===== src/rtl/audioport_pkg.sv =====
// Shared types and constants for the audioport DSP sequencing logic.
package audioport_pkg;

  typedef enum logic [1:0] {
    ST_STOPPED    = 2'd0,
    ST_RUNNING    = 2'd1,
    ST_PROCESSING = 2'd2
  } dsp_sched_state_t;

  localparam int DSP_LATENCY = 4;

  // Bit positions inside the {clr, cfg, level} pending vector.
  localparam int PEND_CLR   = 2;
  localparam int PEND_CFG   = 1;
  localparam int PEND_LEVEL = 0;

  // The period must leave room for the processing window plus one command slot.
  function automatic logic [31:0] clamp_cdiv(input logic [31:0] cdiv, input int unsigned latency);
    logic [31:0] floor_v;
    floor_v = 32'(latency + 2);
    return (cdiv < floor_v) ? floor_v : cdiv;
  endfunction

endpackage


===== src/rtl/dsp_tick_gen.sv =====
// Sample-rate divider: registered one-cycle tick every eff_cdiv cycles while running.
// tick_next_out is the value tick_out takes at the next edge.
module dsp_tick_gen #(
  parameter int DSP_LATENCY = audioport_pkg::DSP_LATENCY
) (
  input  logic        clk,
  input  logic        rst,
  input  logic        run_in,
  input  logic        load_in,
  input  logic [31:0] cdiv_in,
  output logic        tick_next_out,
  output logic        tick_out
);
  import audioport_pkg::*;

  logic [31:0] cnt_q, cnt_d;
  logic [31:0] eff_q, eff_d;
  logic        tick_q, tick_d;
  logic        wrap;

  always_comb begin
    wrap   = run_in && (cnt_q == eff_q - 32'd1);
    tick_d = wrap;
    cnt_d  = cnt_q;
    eff_d  = eff_q;
    if (!run_in || wrap) begin
      cnt_d = 32'd0;
    end else begin
      cnt_d = cnt_q + 32'd1;
    end
    // A new divider value only takes effect at a period boundary.
    if (load_in || wrap) begin
      eff_d = clamp_cdiv(cdiv_in, DSP_LATENCY);
    end
  end

  always_ff @(posedge clk) begin
    if (rst) begin
      cnt_q  <= 32'd0;
      eff_q  <= 32'(DSP_LATENCY + 2);
      tick_q <= 1'b0;
    end else begin
      cnt_q  <= cnt_d;
      eff_q  <= eff_d;
      tick_q <= tick_d;
    end
  end

  assign tick_next_out = tick_d;
  assign tick_out      = tick_q;

endmodule


===== src/rtl/dsp_scheduler.sv =====
// Sequences dsp_unit: sample ticks plus one serialised command per idle cycle (clr > cfg > level).
// Commands requested during a tick's processing window wait until the window closes.
module dsp_scheduler #(
  parameter int DSP_LATENCY = audioport_pkg::DSP_LATENCY
) (
  input  logic        clk,
  input  logic        rst,
  input  logic        play_in,
  input  logic [31:0] cdiv_in,
  input  logic        cfg_req_in,
  input  logic        level_req_in,
  input  logic        clr_req_in,
  output logic        tick_out,
  output logic        cfg_out,
  output logic        level_out,
  output logic        clr_out,
  output logic        busy_out,
  output logic [2:0]  pending_out,
  output logic        cfg_err_out
);
  import audioport_pkg::*;

  localparam int WW = $clog2(DSP_LATENCY + 1);
  localparam logic [WW-1:0] WIN_LAST = WW'(DSP_LATENCY);

  dsp_sched_state_t state_q, state_d;

  logic          run, start, tick_d, win_end;
  logic          busy_q, busy_d;
  logic [WW-1:0] win_cnt_q, win_cnt_d;
  logic [2:0]    pend_q, pend_d;
  logic [2:0]    cmd_q, cmd_d;
  logic [2:0]    req;
  logic          err_q, err_d;

  assign run   = play_in && (state_q != ST_STOPPED);
  assign start = play_in && (state_q == ST_STOPPED);

  dsp_tick_gen #(
    .DSP_LATENCY(DSP_LATENCY)
  ) u_tick_gen (
    .clk          (clk),
    .rst          (rst),
    .run_in       (run),
    .load_in      (start),
    .cdiv_in      (cdiv_in),
    .tick_next_out(tick_d),
    .tick_out     (tick_out)
  );

  assign win_end = busy_q && (win_cnt_q == '0);

  always_ff @(posedge clk) begin
    if (rst) begin
      state_q <= ST_STOPPED;
    end else begin
      state_q <= state_d;
    end
  end

  always_comb begin
    state_d = state_q;
    unique case (state_q)
      ST_STOPPED: begin
        if (play_in) state_d = ST_RUNNING;
      end
      ST_RUNNING: begin
        if (!play_in)    state_d = ST_STOPPED;
        else if (tick_d) state_d = ST_PROCESSING;
      end
      ST_PROCESSING: begin
        if (win_end) state_d = play_in ? ST_RUNNING : ST_STOPPED;
      end
      default: state_d = ST_STOPPED;
    endcase
  end

  always_comb begin
    busy_d    = tick_d || (busy_q && (win_cnt_q != '0));
    win_cnt_d = '0;
    if (tick_d) begin
      win_cnt_d = WIN_LAST;
    end else if (win_cnt_q != '0) begin
      win_cnt_d = win_cnt_q - WW'(1);
    end

    req             = '0;
    req[PEND_CLR]   = clr_req_in;
    req[PEND_CFG]   = cfg_req_in && !play_in;
    req[PEND_LEVEL] = level_req_in;

    // Commands go out only in cycles that will not be part of a window.
    cmd_d = '0;
    if (!busy_d) begin
      if (pend_q[PEND_CLR])        cmd_d[PEND_CLR]   = 1'b1;
      else if (pend_q[PEND_CFG])   cmd_d[PEND_CFG]   = 1'b1;
      else if (pend_q[PEND_LEVEL]) cmd_d[PEND_LEVEL] = 1'b1;
    end

    pend_d = (pend_q & ~cmd_d) | req;

    err_d = cmd_d[PEND_CLR] ? 1'b0 : err_q;
    if (cfg_req_in && play_in) err_d = 1'b1;
  end

  always_ff @(posedge clk) begin
    if (rst) begin
      busy_q    <= 1'b0;
      win_cnt_q <= '0;
      pend_q    <= '0;
      cmd_q     <= '0;
      err_q     <= 1'b0;
    end else begin
      busy_q    <= busy_d;
      win_cnt_q <= win_cnt_d;
      pend_q    <= pend_d;
      cmd_q     <= cmd_d;
      err_q     <= err_d;
    end
  end

  assign cfg_out     = cmd_q[PEND_CFG];
  assign level_out   = cmd_q[PEND_LEVEL];
  assign clr_out     = cmd_q[PEND_CLR];
  assign busy_out    = busy_q;
  assign pending_out = pend_q;
  assign cfg_err_out = err_q;

endmodule


===== config.mk =====
export PLATFORM = sky130hd
export DESIGN_NAME = dsp_scheduler
export DESIGN_NICKNAME = d
export VERILOG_FILES = /design/src/rtl/audioport_pkg.sv /design/src/rtl/dsp_tick_gen.sv /design/src/rtl/dsp_scheduler.sv
export SDC_FILE = /design/constraint.sdc
export NUM_CORES = 1
export LEC_CHECK = 0
export ABC_AREA = 1
export BUFFER_PORTS_ARGS = -buffer_cell sky130_fd_sc_hd__buf_4
export CORE_MARGIN = 3
export CORE_UTILIZATION = 61
export DETAILED_ROUTE_END_ITERATION = 6
export GPL_ROUTABILITY_DRIVEN = 0
export PLACE_DENSITY_LB_ADDON = 0.15
export SYNTH_ARGS = -nofsm -noshare
export SYNTH_HDL_FRONTEND = slang
export SYNTH_SLANG_ARGS = --single-unit

===== constraint.sdc =====
create_clock -name clk -period 4.5 [get_ports clk]
set_input_delay 0.225 -clock clk [delete_from_list [all_inputs] [get_ports clk]]
set_output_delay 0.225 -clock clk [all_outputs]
set_load 0.02 [all_outputs]

# [Word-level counts from Yosys, hierarchy flattened]
# Index checks and enable logic that the tools add are counted.
[word_totals] out_inout_bits=9 elab_cells=61 reg_bits=78 input_bits=38
[op_classes] n_addsub=3 n_eq_ne=6 bitwise=4 n_lt_le_gt_ge=1 mux=17 n_reduce_logical=20
[op_table] cell="32-bit by 1-bit adder with 32-bit output (second input constant)" n=1
[op_table] cell="32-bit == test" n=1
[op_table] cell="32-bit by 3-bit less-than comparator with 1-bit output (second input constant)" n=1
[op_table] cell="32-bit two-way mux" n=1
[op_table] cell="32-bit by 1-bit subtractor with 32-bit output (second input constant)" n=1
[op_table] cell="2-bit two-way mux" n=5
[op_table] cell="3-bit two-way mux" n=3
[op_table] cell="1-bit logical AND" n=7
[op_table] cell="1-bit two-way mux" n=7
[op_table] cell="2-bit one-hot mux with 3 select lines" n=1
[op_table] cell="2-bit != test (second input constant)" n=2
[op_table] cell="2-bit nonzero test" n=2
[op_table] cell="3-bit AND" n=1
[op_table] cell="3-bit zero test" n=1
[op_table] cell="1-bit logical OR" n=3
[op_table] cell="3-bit != test (second input constant)" n=1
[op_table] cell="3-bit inverter" n=1
[op_table] cell="3-bit OR" n=1
[op_table] cell="3-bit AND reduction" n=1
[op_table] cell="3-bit nonzero test" n=1
[op_table] cell="3-bit OR reduction" n=1
[op_table] cell="3-bit by 1-bit subtractor with 3-bit output (second input constant)" n=1
[op_table] cell="2-bit by 1-bit == test with 1-bit output (second input constant)" n=1
[op_table] cell="2-bit == test (second input constant)" n=1
[op_table] cell="4 further kinds" n=5

# [Depth between registers and ports, before layout]
[logic_depth] ltp_word=8 ltp_mapped=20 mapped_depth_nobuf=19

# [Modules after synthesis]
# A second synthesis with hierarchy kept.
[hier_totals] cells_unflattened=824 area_unflattened_um2=5077.4
[modules_own_cells] module="dsp_tick_gen" instances=1 area_per_inst_um2=4516.8 cells_each=757 seq_area_each_um2=1301.2
[modules_own_cells] module="dsp_scheduler" instances=1 area_per_inst_um2=560.5 cells_each=67 seq_area_each_um2=260.2

# [Worst setup path before layout]
# Ideal clock, no wire load.
[synth_timing] kind="register to register" from="reg u_tick_gen.eff_q[0]" to="reg u_tick_gen.eff_q[0]" setup_ns=0.116 stages_incl_launch_ff=19 t_required_ns=4.384 arrival_ns=2.113 synth_period_minus_slack_ns=2.229 n_path_buf=1 slack_ns=2.271 cell_sequence="dfxtp_1 > inv_1 > ha_1 > nand2_4 > nor2_8 > nand2_2 > o21ai_1 > nand2_1 > nand2_1 > nand2_1 > nor2_1 > nand2_1 > nor2_4 > nand3_4 > nand2_4 > inv_2 > buf_6 > nor2_1 > nor2_1"
[synth_between] elab_chain_len=4
[synth_rtl] item="start: declaration" line_no="dsp_tick_gen.sv:17" rtl="logic [31:0] eff_q, eff_d;"
[synth_rtl] item="start signal: assignment" line_no="dsp_tick_gen.sv:40" rtl="eff_q <= 32'(DSP_LATENCY + 2);"
[synth_rtl] item="32-bit by 1-bit subtractor with 32-bit output" line_no="dsp_tick_gen.sv:22" rtl="wrap = run_in && (cnt_q == eff_q - 32'd1);"
[synth_rtl] item="32-bit == test" line_no="dsp_tick_gen.sv:22"
[synth_rtl] item="1-bit logical AND" line_no="dsp_tick_gen.sv:22"
[synth_rtl] item="1-bit logical OR" line_no="dsp_tick_gen.sv:32" rtl="if (load_in || wrap) begin"
# No other way between the ends.
# A chain may end at the register's enable or synchronous reset.

# [Final worst setup path]
# Same ends and word-level chain as after synthesis.

==> metrics.txt <==
status finished, violations left; failing checks design-rule violations; post-CTS sizing 0; Hold Path Class in2reg; Std-Cell Rows 32; actual slew at the worst max-slew pin about 0.61 ns; area of the mapped netlist 4930 um2; critical path peak fanout 34; top cell family by delay on the critical path simple AND/OR/NAND/NOR gates; Starting Density 63.5%; Final Core Density 70.9%; Reg-to-Reg End u_tick_gen.eff_q[0]$_SDFFE_PP0P_; Setup crit start u_tick_gen.eff_q[0]$_SDFFE_PP0P_; worst vdd ir 0.000199 V; number of global-route vias before repair 4,793; GRT overflow 0; final hold viol count 0; crit end category flop; WS Path Type reg2reg; vias 5,094; largest net degree at the start of global routing 35; antenna cells 0; Filler cells 705; core area 7770 um2; reg2reg setup slack 1.28 ns; WP buf/inv 3; Worst Path Required 4.76 ns; Antenna Nets Post-Route 0; Die Y 95.9 um; Root Driver clkbuf_8; Final Cell Area 5510 um2; initial DRC count 415; clk buf depth 2; clock sinks around 80; syn_area_per_cell 6.35 um2; # IOs 47; WL final 13.4 mm; DRC 3; share of cells above drive strength 1 roughly 11%; Final period util slightly above 70%; Critical-path top delay cell dfxtp_1; max-slew violations 0; Critical Path AT about 3.5 ns; top cell type by total area after synthesis dfxtp_1; unrepaired setup endpoints after global routing no; # nets final 862; Synth Flop Type dfxtp_1; via density per instance 5.50; worst reg2reg startpoint u_tick_gen.eff_q[0]$_SDFFE_PP0P_; IO Port Bufs between 40 and 50; WL/cell approximately 14 um; placed cell areas ~5300 um2; Cells after Synth 776; Post CTS Setup Buffer Count 0; max_cap viols 0; CP most frequent cell nand2_1; CTS tree built; H-tree Lvls 3; Worst Skew 0.0123 ns; DIE AREA 9200 um2; commonest cells after routing, fill and taps aside nand2_1 (182), nor2_1 (170), inv_1 (79); number of synthesized flops with an enable pin 0; Async S/R FF share, synth 0%; Post-CTS Hold Fix Bufs 0; startpoint class of the critical path flop; Clock Pin Slew Worst Setup and Hold Paths 0.09 ns; commonest non-fill, non-tap cell in the layout nand2_1; leading post-synthesis cells by cell area dfxtp_1 (32%), nand2_1 (14%), nor2_1 (13%); Clock Latency Late Sink 0.37 ns; Stages on worst setup path 17; static leakage about 2.5 nW; post-synth net total 819; hpwl dp 10.4 mm; CP Capture Point u_tick_gen.eff_q[0]$_SDFFE_PP0P_; setup TNS 0 ns; number of distinct library cells after synthesis 34; Seq/Total Area, Yosys 31.7%; Yosys top cell area share 31.7%; DRT Pass-1 Iters 7; CP Cell Sequence inv_1 -> ha_1 -> nand2_4 -> inv_1 -> nand3_1 -> o21ai_0 -> nand2_1 -> nand2_1 -> nand2_1 -> nor2_1 -> nand2_1 -> nor2_2 -> nand3_4 -> nand2_4 -> inv_2 -> nor2_1 -> nor2_1; reg2reg path depth 17; time the worst path needs with I/O delays and setup 3.22 ns; Seq cells post-synth 78; Tot GR Track Use 30.6%; first-pass GRT wire length 21.8 mm; area added between synthesis and finish 11.7%; pwr dens 307 nW/um2; fmax between 300 and 400 MHz; Inserted Clock Buffers 9; initial antenna violation count 0; slowest stage delay, CP 0.36 ns; Max-slew headroom 58.5%; Ys Warns 0; final setup vio count 0; die width 95.9 um
## report_power, final
| group | leakage (nW) | switching [mW] | total (mW) | internal (mW) |
|---|---|---|---|---|
| Combinational | 1.73 | 0.232 | 0.369 | 0.137 |
| Clock | 0.101 | 0.285 | 0.547 | 0.262 |
| Sequential | 0.637 | 0.0484 | 0.773 | 0.724 |
| Total | 2.47 | 0.566 | 1.69 | 1.12 |
## worst register-to-register path, stage by stage (launching register included)
cell     delay [ns]
dfxtp_1        0.36
inv_1          0.11
ha_1           0.31
nand2_4        0.13
inv_1          0.12
nand3_1        0.18
o21ai_0        0.30
nand2_1        0.09
nand2_1        0.09
nand2_1        0.05
nor2_1         0.09
nand2_1        0.10
nor2_2         0.20
nand3_4        0.15
nand2_4        0.30
inv_2          0.29
nor2_1         0.18
nor2_1         0.07
## cells in the mapped netlist (2+ instances only)
library cell  instances
nor2_4                4
a21oi_1              21
nor3b_1              12
nand3_1              52
xnor3_1               2
buf_6                 6
o21ai_1              13
nand4_1              18
clkbuf_1              7
nand3b_1              3
o211ai_1              2
nor4_1                9
inv_2                 3
o21ai_0              29
xor2_1               26
inv_1                79
nor3_1               14
nor2_2                6
nand2_2               9
or2_2                 4
dfxtp_1              78
xnor2_1              10
nor2_1              170
buf_2                 3
ha_1                  5
nand2_4               2
nand2_1             182
## how the worst min path moves through the flow
stage | depth (start not counted) | slack, ns | end | from
3_3_place_gp | 1 | 0.40 | win_cnt_q[0]$_SDFF_PP0_ | win_cnt_q[0]$_SDFF_PP0_
2_1_floorplan | 1 | 0.29 | cfg_err_out$_SDFFE_PP0P_ | rst
5_1_grt | 3 | 0.07 | pending_out[2]$_SDFF_PP0_ | clr_req_in
6_report | 3 | 0.05 | pending_out[2]$_SDFF_PP0_ | clr_req_in
3_5_place_dp | 1 | 0.41 | win_cnt_q[0]$_SDFF_PP0_ | win_cnt_q[0]$_SDFF_PP0_
4_1_cts | 3 | 0.05 | pending_out[2]$_SDFF_PP0_ | clr_req_in
## state kept, by name, summed over array words and instances, names as in the netlist
register	count
state_q	2
pending_out	3
busy_out	1
u_tick_gen.cnt_q	32
u_tick_gen.tick_out	1
cmd_q	3
win_cnt_q	3
u_tick_gen.eff_q	32
cfg_err_out	1
## final cells by class
type                            count  area, um2  share of cell area [%]
Clock inverter                      6       70.1                    1.27
Sequential cell                    78       1560                    28.4
Clock buffer                       10        128                    2.32
Multi-Input combinational cell    600       2950                    53.6
Tap cell                          102        128                    2.32
Inverter                           82        308                    5.59
Timing Repair Buffer               48        360                    6.54
## routing by layer
| metal | vias to the layer above | share of wire, % | track usage [%] |
|---|---|---|---|
| li1 | 2558 | - | - |
| met1 | 2284 | 44 | 38.2 |
| met2 | 215 | 47 | 51.9 |
| met3 | 37 | 6.7 | 4.22 |
| met4 | 0 | 3.1 | 14.1 |
| met5 | - | 0 | 0 |
## per-stage QoR
stage               total power, mW  cells  setup WS, ns  hold slack (ns)
finish                         1.69    926          1.28           0.0468
global route                   1.77    926         0.977           0.0683
CTS                            1.68    926          1.38           0.0483
detailed placement             1.15    910          1.40            0.413
global placement               1.14    910          1.53            0.399
floorplan                      1.05    776          2.27            0.294
## cells by family (layout without fill, tap and decap cells)
family                     after synthesis  after routing  synth area share [%]
adders and majority gates                5              5                  1.27
xor gates and xnor gates                38             38                  7.31
buffers and inverters                   98            146                  8.45
DFF                                     78             78                  31.7
and+or+nand+nor                        489            489                  44.0
AOI/OAI and AO/OA                       68             68                  7.26
No activity file was read; power rests on OpenSTA's default activity.
